## config.mk

```make
export PLATFORM = sky130hd
export DESIGN_NAME = mul_issue_arbiter
export DESIGN_NICKNAME = d
export VERILOG_FILES = /design/src/rtl/mul_issue_arbiter.sv
export SDC_FILE = /design/constraint.sdc
export NUM_CORES = 1
export LEC_CHECK = 0
export BUFFER_PORTS_ARGS = -buffer_cell sky130_fd_sc_hd__buf_2
export CAP_MARGIN = 0
export CORE_AREA = 2 2 185 187
export CTS_BUF_LIST = sky130_fd_sc_hd__clkbuf_4
export DETAILED_ROUTE_END_ITERATION = 12
export DIE_AREA = 0 0 187 189
export HOLD_SLACK_MARGIN = 0.05
export PLACE_DENSITY = 0.52
export SYNTH_ARGS = -nofsm -noshare
export SYNTH_HDL_FRONTEND = slang
export SYNTH_SLANG_ARGS = --single-unit
export TNS_END_PERCENT = 30
```

## constraint.sdc

```tcl
create_clock -name clk -period 4.69 [get_ports clk]
set_clock_uncertainty 0.2 [all_clocks]
set_input_delay 1.1725 -clock clk [delete_from_list [all_inputs] [get_ports clk]]
set_output_delay 1.1725 -clock clk [all_outputs]
set_load 0.02 [all_outputs]
```

## src/rtl/mul_issue_arbiter.sv

```systemverilog
`default_nettype none
// ============================================================================
// Module   : mul_issue_arbiter
// Purpose  : Round-robin issue of NUM_REQ multiply reservation slots onto one
//            fixed-latency 32x32 multiplier. Holds the selected product half
//            on the CDB until it is accepted.
// Options  : MUL_ARB_BACK_TO_BACK_EN - when defined, a new grant may be issued
//            in the RESP cycle that completes the CDB handshake (RESP->RUN).
// Revision : 1.0 - initial release
// ============================================================================
module mul_issue_arbiter #(
    parameter int NUM_REQ     = 4,
    parameter int MUL_LATENCY = 4,
    parameter int TAG_W       = 6
) (
    input  logic                       clk,
    input  logic                       rst_n,
    input  logic                       flush,
    input  logic [NUM_REQ-1:0]         req_valid,
    input  logic [NUM_REQ*32-1:0]      req_a,
    input  logic [NUM_REQ*32-1:0]      req_b,
    input  logic [NUM_REQ*2-1:0]       req_mul_type,
    input  logic [NUM_REQ-1:0]         req_high,
    input  logic [NUM_REQ*TAG_W-1:0]   req_tag,
    output logic [NUM_REQ-1:0]         req_grant,
    output logic                       mul_start,
    output logic [31:0]                mul_a,
    output logic [31:0]                mul_b,
    output logic [1:0]                 mul_type,
    input  logic [63:0]                mul_product,
    output logic                       cdb_valid,
    input  logic                       cdb_ready,
    output logic [31:0]                cdb_data,
    output logic [TAG_W-1:0]           cdb_tag,
    output logic                       busy
);

    localparam int PTR_W = (NUM_REQ > 1) ? $clog2(NUM_REQ) : 1;
    localparam int CNT_W = $clog2(MUL_LATENCY + 1);
    localparam logic [PTR_W-1:0] LAST_IDX = PTR_W'(NUM_REQ - 1);
    localparam logic [CNT_W-1:0] CNT_INIT = CNT_W'(MUL_LATENCY);
    localparam logic [CNT_W-1:0] CNT_LAST = CNT_W'(1);

    typedef enum logic [1:0] {
        ST_IDLE = 2'd0,
        ST_RUN  = 2'd1,
        ST_RESP = 2'd2
    } state_t;

    state_t             r_state;
    logic [PTR_W-1:0]   r_rr_ptr;
    logic [CNT_W-1:0]   r_cnt;
    logic               r_mul_start;
    logic [31:0]        r_mul_a;
    logic [31:0]        r_mul_b;
    logic [1:0]         r_mul_type;
    logic               r_high;
    logic [TAG_W-1:0]   r_tag;
    logic               r_cdb_valid;
    logic [31:0]        r_cdb_data;
    logic [TAG_W-1:0]   r_cdb_tag;

    logic               w_arb_en;
    logic               w_found;
    logic [PTR_W-1:0]   w_gidx;
    logic [PTR_W-1:0]   w_idx;
    logic [PTR_W-1:0]   w_next_ptr;
    logic               w_grant_en;
    logic [NUM_REQ-1:0] w_grant;
    int                 w_scan;

    // Arbitration window: IDLE, or optionally the accepting RESP cycle; flush and reset block it
    always_comb begin
        w_arb_en = 1'b0;
        if (rst_n && !flush) begin
            if (r_state == ST_IDLE) begin
                w_arb_en = 1'b1;
            end
`ifdef MUL_ARB_BACK_TO_BACK_EN
            if (r_state == ST_RESP && cdb_ready) begin
                w_arb_en = 1'b1;
            end
`else
            // Without back-to-back issue the RESP cycle never arbitrates
`endif
        end
    end

    // Round-robin pick: first requesting slot at or above rr_ptr, wrapping around
    always_comb begin
        w_found = 1'b0;
        w_gidx  = '0;
        w_idx   = '0;
        w_scan  = 0;
        for (int k = 0; k < NUM_REQ; k++) begin
            w_scan = int'(r_rr_ptr) + k;
            if (w_scan >= NUM_REQ) begin
                w_scan = w_scan - NUM_REQ;
            end
            w_idx = PTR_W'(w_scan);
            if (!w_found && req_valid[w_idx]) begin
                w_found = 1'b1;
                w_gidx  = w_idx;
            end
        end
    end

    // One-hot grant and the pointer that follows the granted slot
    always_comb begin
        w_grant_en = w_arb_en & w_found;
        w_grant    = '0;
        if (w_grant_en) begin
            w_grant[w_gidx] = 1'b1;
        end
        w_next_ptr = (w_gidx == LAST_IDX) ? '0 : w_gidx + PTR_W'(1);
    end

    // Transaction FSM: latch on grant, count latency, capture result, hold on CDB
    always_ff @(posedge clk or negedge rst_n) begin
        if (!rst_n) begin
            r_state     <= ST_IDLE;
            r_rr_ptr    <= '0;
            r_cnt       <= '0;
            r_mul_start <= 1'b0;
            r_mul_a     <= '0;
            r_mul_b     <= '0;
            r_mul_type  <= '0;
            r_high      <= 1'b0;
            r_tag       <= '0;
            r_cdb_valid <= 1'b0;
            r_cdb_data  <= '0;
            r_cdb_tag   <= '0;
        end else if (flush) begin
            // In-flight work is dropped; the round-robin pointer survives
            r_state     <= ST_IDLE;
            r_cnt       <= '0;
            r_mul_start <= 1'b0;
            r_cdb_valid <= 1'b0;
        end else if (w_grant_en) begin
            r_mul_a     <= req_a[32*w_gidx +: 32];
            r_mul_b     <= req_b[32*w_gidx +: 32];
            r_mul_type  <= req_mul_type[2*w_gidx +: 2];
            r_high      <= req_high[w_gidx];
            r_tag       <= req_tag[TAG_W*w_gidx +: TAG_W];
            r_rr_ptr    <= w_next_ptr;
            r_cnt       <= CNT_INIT;
            r_mul_start <= 1'b1;
            r_cdb_valid <= 1'b0;
            r_state     <= ST_RUN;
        end else begin
            r_mul_start <= 1'b0;
            case (r_state)
                ST_IDLE: begin
                    r_state <= ST_IDLE;
                end
                ST_RUN: begin
                    // Product is valid in the cycle the counter reaches one
                    if (r_cnt == CNT_LAST) begin
                        r_cdb_data  <= r_high ? mul_product[63:32] : mul_product[31:0];
                        r_cdb_tag   <= r_tag;
                        r_cdb_valid <= 1'b1;
                        r_cnt       <= '0;
                        r_state     <= ST_RESP;
                    end else begin
                        r_cnt <= r_cnt - CNT_W'(1);
                    end
                end
                ST_RESP: begin
                    if (cdb_ready) begin
                        r_cdb_valid <= 1'b0;
                        r_state     <= ST_IDLE;
                    end
                end
                default: begin
                    r_state <= ST_IDLE;
                end
            endcase
        end
    end

    assign req_grant = w_grant;
    assign mul_start = r_mul_start;
    assign mul_a     = r_mul_a;
    assign mul_b     = r_mul_b;
    assign mul_type  = r_mul_type;
    assign cdb_valid = r_cdb_valid;
    assign cdb_data  = r_cdb_data;
    assign cdb_tag   = r_cdb_tag;
    assign busy      = (r_state != ST_IDLE);

endmodule
`default_nettype wire

```

---- Yosys cells after proc, flatten, opt, wreduce, memory -nomap -nowiden ----
Cells that the tools add are included.
word-level totals
  register bits ........................... 120
  output and inout bits ................... 111
  logic and storage cells ................. 107
operators by class
  $add $sub $neg .......................... 9
  $mul .................................... 1
  magnitude comparators ................... 10
  equal/unequal tests ..................... 6
  shift-type cells ........................ 4
  muxes and demuxes ....................... 45
  bitwise gates (word level) .............. 3
  reductions and logical operators ........ 17
operator list
  kind                                                       number
  indexed part select 128 x 8 -> 32 bit                      2
  two-way mux 32 bit                                         1
  two-way mux 2 bit                                          13
  indexed part select 24 x 6 -> 6 bit                        1
  two-way mux 1 bit                                          18
  < comparator 2 x 3 -> 1 bit (second input constant)        5
  two-way mux 3 bit                                          4
  binary-select mux 1 bit (select 2 bit)                     5
  greater-or-equal comparator 3 bit (second input constant)  3
  inequality test 4 bit (second input constant)              2
  indexed part select 8 x 4 -> 2 bit                         1
  subtractor 2 x 1 -> 2 bit (second input constant)          4
  adder 2 x 2 -> 3 bit (second input constant)               2
  logical AND 1 bit                                          5
  equality test 2 bit (second input constant)                2
  zero test 1 bit                                            4
  multiplier 2 x 2 -> 4 bit (first input constant)           1
  two-way mux 4 bit                                          1
  one-hot mux 2 bit (2 select lines)                         1
  AND reduction 2 bit                                        2
  AND reduction 4 bit                                        1
  nonzero test 4 bit                                         1
  adder 2 x 1 -> 3 bit (second input constant)               1
  equality test 3 x 1 -> 1 bit (second input constant)       1
  13 further kinds                                           14

---- Depth between registers and ports, before layout ----
  word-level depth ........................ 19
  depth in mapped cells ................... 10
  depth with buffers taken out ............ 8

---- Worst setup path after synthesis ----
Ideal clock, no wire load.
  path type ............................... in2out
  from .................................... input port req_valid[0]
  to ...................................... output port req_grant[0]
  arrival time ............................ 2.566 ns
  slack ................................... 0.751 ns
  stages on the path ...................... 8
  path buffers ............................ 2
  cells stage by stage .................... or3b_2 -> o21ai_1 -> a21oi_1 -> inv_2 -> buf_2 -> buf_4 -> ha_1 -> and2_1
between the ends
  longest elaborated chain between the ends .. 17
  elaborated cells on any way between the ends .. 29
  those cells by class .................... order compare: 2; mux: 19; bitwise: 1; reduce/logical: 7
ends and longest elaborated chain
  what                                                                                                             line  text
  start, declared                                                                                                  19    input logic [NUM_REQ-1:0] req_valid,
  binary-select mux 1 bit (select 2 bit)                                                                           101   if (!w_found && req_valid[w_idx]) begin
  two-way mux 1 bit (implied by the code)                                                                          101
  two-way mux 1 bit                                                                                                101
  zero test 1 bit                                                                                                  101
  logical AND 1 bit                                                                                                101
  two-way mux 1 bit                                                                                                101
  zero test 1 bit                                                                                                  101
  logical AND 1 bit                                                                                                101
  two-way mux 1 bit                                                                                                101
  zero test 1 bit                                                                                                  101
  logical AND 1 bit                                                                                                101
  two-way mux 2 bit                                                                                                101
  < comparator 2 x 3 -> 1 bit (implied by the code) or greater-or-equal comparator 2 x 1 -> 1 bit (tied branches)  113   w_grant[w_gidx] = 1'b1;
  logical AND 1 bit (implied by the code)                                                                          113
  two-way mux 1 bit (implied by the code)                                                                          113
  demux 1 bit (select 2 bit)                                                                                       113
  two-way mux 4 bit *                                                                                              112   if (w_grant_en) begin
  end, declared                                                                                                    25    output logic [NUM_REQ-1:0] req_grant,
Mark *: on every way between the ends. The rest lies on a longest branch, timed or not. The select of a mux whose other input is x is not followed.

---- Worst setup path in the final report ----
  from .................................... input port req_valid[0]
  to ...................................... output port req_grant[1]
Same word-level chain as after synthesis.

==> out/qor.txt <==
outcome: finished clean
vias: 6715
TNS Setup: 0 ns
I/O Buffers: 474
Combinational Power Share: 50.3%
Die Wd: 187 um
flops & latches, synth: 120
sw frac: 43.9%
R2R Path End: mul_a[3]
htree depth: 4
PwrDens: 501 nW/um^2
final instance count without filler cells: 1555
cells after synthesis: 642
CP Capture Type: primary output
CTS resizes: 0
Chip Height: 189 um
dpl cells: 1521
r2r setup slk: 1.73 ns
Critical Path RT: 3.32 ns
total CTS buffers: 17
Hold Path Origin: mul_b[17]
initial antenna violation count: 2
GRT Total Usage: 14.0%
synthesized cell area: 6910 um^2
worst slew pin tran: 0.959 ns
Util after Layout: 30.0%
fin nets: 1467
Post-CTS Setup Inserts: 0
Die ar.: 35300 um^2
# hold bufs at CTS: 0
Lkg Pwr: 0.00545 uW
Via-to-Cell Ratio: 4.32
Detailed Place HPWL: 19700 um
Final ANT Viol Nets: 0
CTS max path bufs: 2
clk slew on worst S/H paths: 0.10 ns
CP max stage delay: 0.34 ns
worst hold path type: flip-flop to flip-flop
crit-path cells: buf_2, nor2b_1, o21ai_0, and2_1, inv_1, ha_1, and2_1, buf_2
WHS Endpoint: mul_b[17]
Max Freq: 251 MHz
RSZ-0062 raised after global routing: false
Rows: 67
Switching Power: 2200 uW
DR iter-0 viols: 187
type of origin of the critical path: input port
sequential fraction of design power: 35.5%
CP max stage cell: o21ai_0
Pre-antenna DRT Iters: 7
Final Setup Violations: 0
reg-to-reg startpoint: r_rr_ptr[0]
CTS tree: yes
yosys warns: 0
GRT overflow: 0
DRT Wirelength: 25300 um
Slew Limit Fails: 0
Pint: 2810 uW
io pins: 475
Clock Power Share: 14.2%
fin crit period: 3.98 ns
Syn Nets: 1017
worst hold stages: 2
period utilization: 84.8%
Slew headroom: 36.1%
Final Hold Fails: 0
register area share after synthesis: 43.5%
CORE AREA: 33300 um^2
Root Buffer Master: clkbuf_4
WP data arrival: 2.61 ns
final estimated routing congestion in global placement: 0.797
max-cap viol count: 0
clock sinks: 120
# fillers: 3541
R2R cell count: 8
Starting Density: 20.8%
Skew-Pair Late Insertion Delay: 0.54 ns
largest net degree at the start of global routing: 106
highest ir drop seen on vdd: 188 uV
first-pass GRT wire length: 38500 um
WL per Instance: 16.3 um
Distinct cells, synth: 33
Mean Syn Cell Area: 10.8 um^2
share of cells above drive strength 1: 47.5%
Crit Path Max Fanout: 6
vias in the first global route: 6853
critical path class: input port to primary output
DRC violations left: 0
Synth-to-Final Area Change: 44.5%
==> final cells by class <==
class	count	area, um^2	area share [%]
clock buffer	18	135	1.35
timing repair buffer	483	2490	25.0
tap	448	561	5.61
multi-input combinational	457	3610	36.1
clock inverter	14	126	1.27
antenna	2	5.00	0.0501
sequential	120	3000	30.1
inverter	13	56.3	0.564
==> per-stage QoR <==
step / cell area (um^2) / setup slack (ns) / hold WS, ns / power (uW)
finish: 9990 / 0.711 / 0.298 / 5000
global route: 9990 / 0.629 / 0.333 / 5360
CTS: 9980 / 0.724 / 0.304 / 5090
detailed placement: 9720 / 0.730 / 0.278 / 4350
global placement: 9720 / 0.780 / 0.268 / 4310
floorplan: 6910 / 0.751 / 0.257 / 3420
==> routing by layer <==
metal | part of all wire [%] | vias up | routed length [um] | track usage, %
met1 | 41 | 3138 | 10500 | 16.6
li1 | - | 3272 | - | -
met2 | 52 | 288 | 13100 | 25.5
met3 | 5.3 | 17 | 1330 | 2.71
met5 | 0 | - | 0 | 0
met4 | 1.4 | 0 | 366 | 4.30
==> worst max path at each step <==
stage                       from  slack [ns]      endpoint
floorplan           req_valid[0]        0.75  req_grant[0]
global placement    req_valid[0]        0.78  req_grant[2]
detailed placement  req_valid[0]        0.73  req_grant[1]
CTS                 req_valid[0]        0.72  req_grant[1]
global route        req_valid[0]        0.63  req_grant[0]
finish              req_valid[0]        0.71  req_grant[1]
==> flip-flops by register name, summed over array words and instances, names as in the netlist <==
name and count:
mul_type 2, r_high 1, mul_start 1, mul_a 32
r_tag 6, r_cnt 3, mul_b 32, cdb_data 32
r_rr_ptr 2, cdb_valid 1, cdb_tag 6, r_state 2
==> cells by family after synthesis <==
family | count (synthesis) | share of synthesized area (%)
buffers and inverters | 65 | 4.62
adders and majority gates | 11 | 1.99
DFF | 120 | 43.5
and+or+nand+nor | 64 | 4.40
AOI/OAI and AO/OA | 197 | 18.6
muxes | 185 | 26.9
==> worst max-delay path, delay by kind of cell <==
family	cells	cell delay [ns]
compound gates	1	0.34
simple gates	3	0.52
fa+ha+maj	1	0.19
buf+inv	3	0.39
==> power by group through the flow <==
stage / Sequential, uW / Clock (uW) / Combinational (uW)
floorplan: 2180 / 0 / 1250
global placement: 1790 / 0 / 2530
detailed placement: 1790 / 0 / 2560
CTS: 1780 / 763 / 2550
global route: 1830 / 811 / 2720
finish: 1770 / 711 / 2520
==> cell usage in the layout, fill, tap and decap left out, types with 2 or more instances in the layout <==
cell	count
and2_1	5
inv_1	11
o21ai_0	71
buf_12	4
a2bb2oi_1	73
clkbuf_4	18
mux2i_1	178
clkinv_4	2
mux2_1	3
nand2b_1	5
nor2b_1	2
buf_2	473
dfrtp_1	119
mux2_2	4
o21ai_1	7
a21oi_1	38
ha_1	11
diode_2	2
a211oi_1	2
clkinvlp_4	6
nand2_1	8
clkinv_1	2
inv_6	3
buf_4	6
nor2_1	36
==> synth_stat cells, drive strengths merged <==
| master | number | area share, % |
|---|---|---|
| mux2i | 178 | 26 |
| dfrtp | 120 | 43 |
| o21ai | 78 | 5.6 |
| a2bb2oi | 73 | 9.3 |
| a21oi | 38 | 2.8 |
| nor2 | 36 | 2.0 |
| buf | 27 | 2.6 |
| clkbuf | 25 | 1.4 |
| inv | 13 | 0.71 |
| ha | 11 | 2.0 |
| nand2 | 9 | 0.49 |
| mux2 | 7 | 1.1 |
| and2 | 5 | 0.45 |
| nand2b | 5 | 0.45 |
| a211oi | 2 | 0.22 |
| nand3 | 2 | 0.14 |
| nor2b | 2 | 0.18 |
| a2111oi | 1 | 0.13 |
| a221o | 1 | 0.14 |
| a221oi | 1 | 0.13 |
| a22o | 1 | 0.13 |
| nor3 | 1 | 0.072 |
| nor4 | 1 | 0.091 |
| nor4b | 1 | 0.34 |
| o22ai | 1 | 0.091 |
| o311ai | 1 | 0.13 |
| or3 | 1 | 0.091 |
| or3b | 1 | 0.13 |
(Power assumes the default switching activity.)
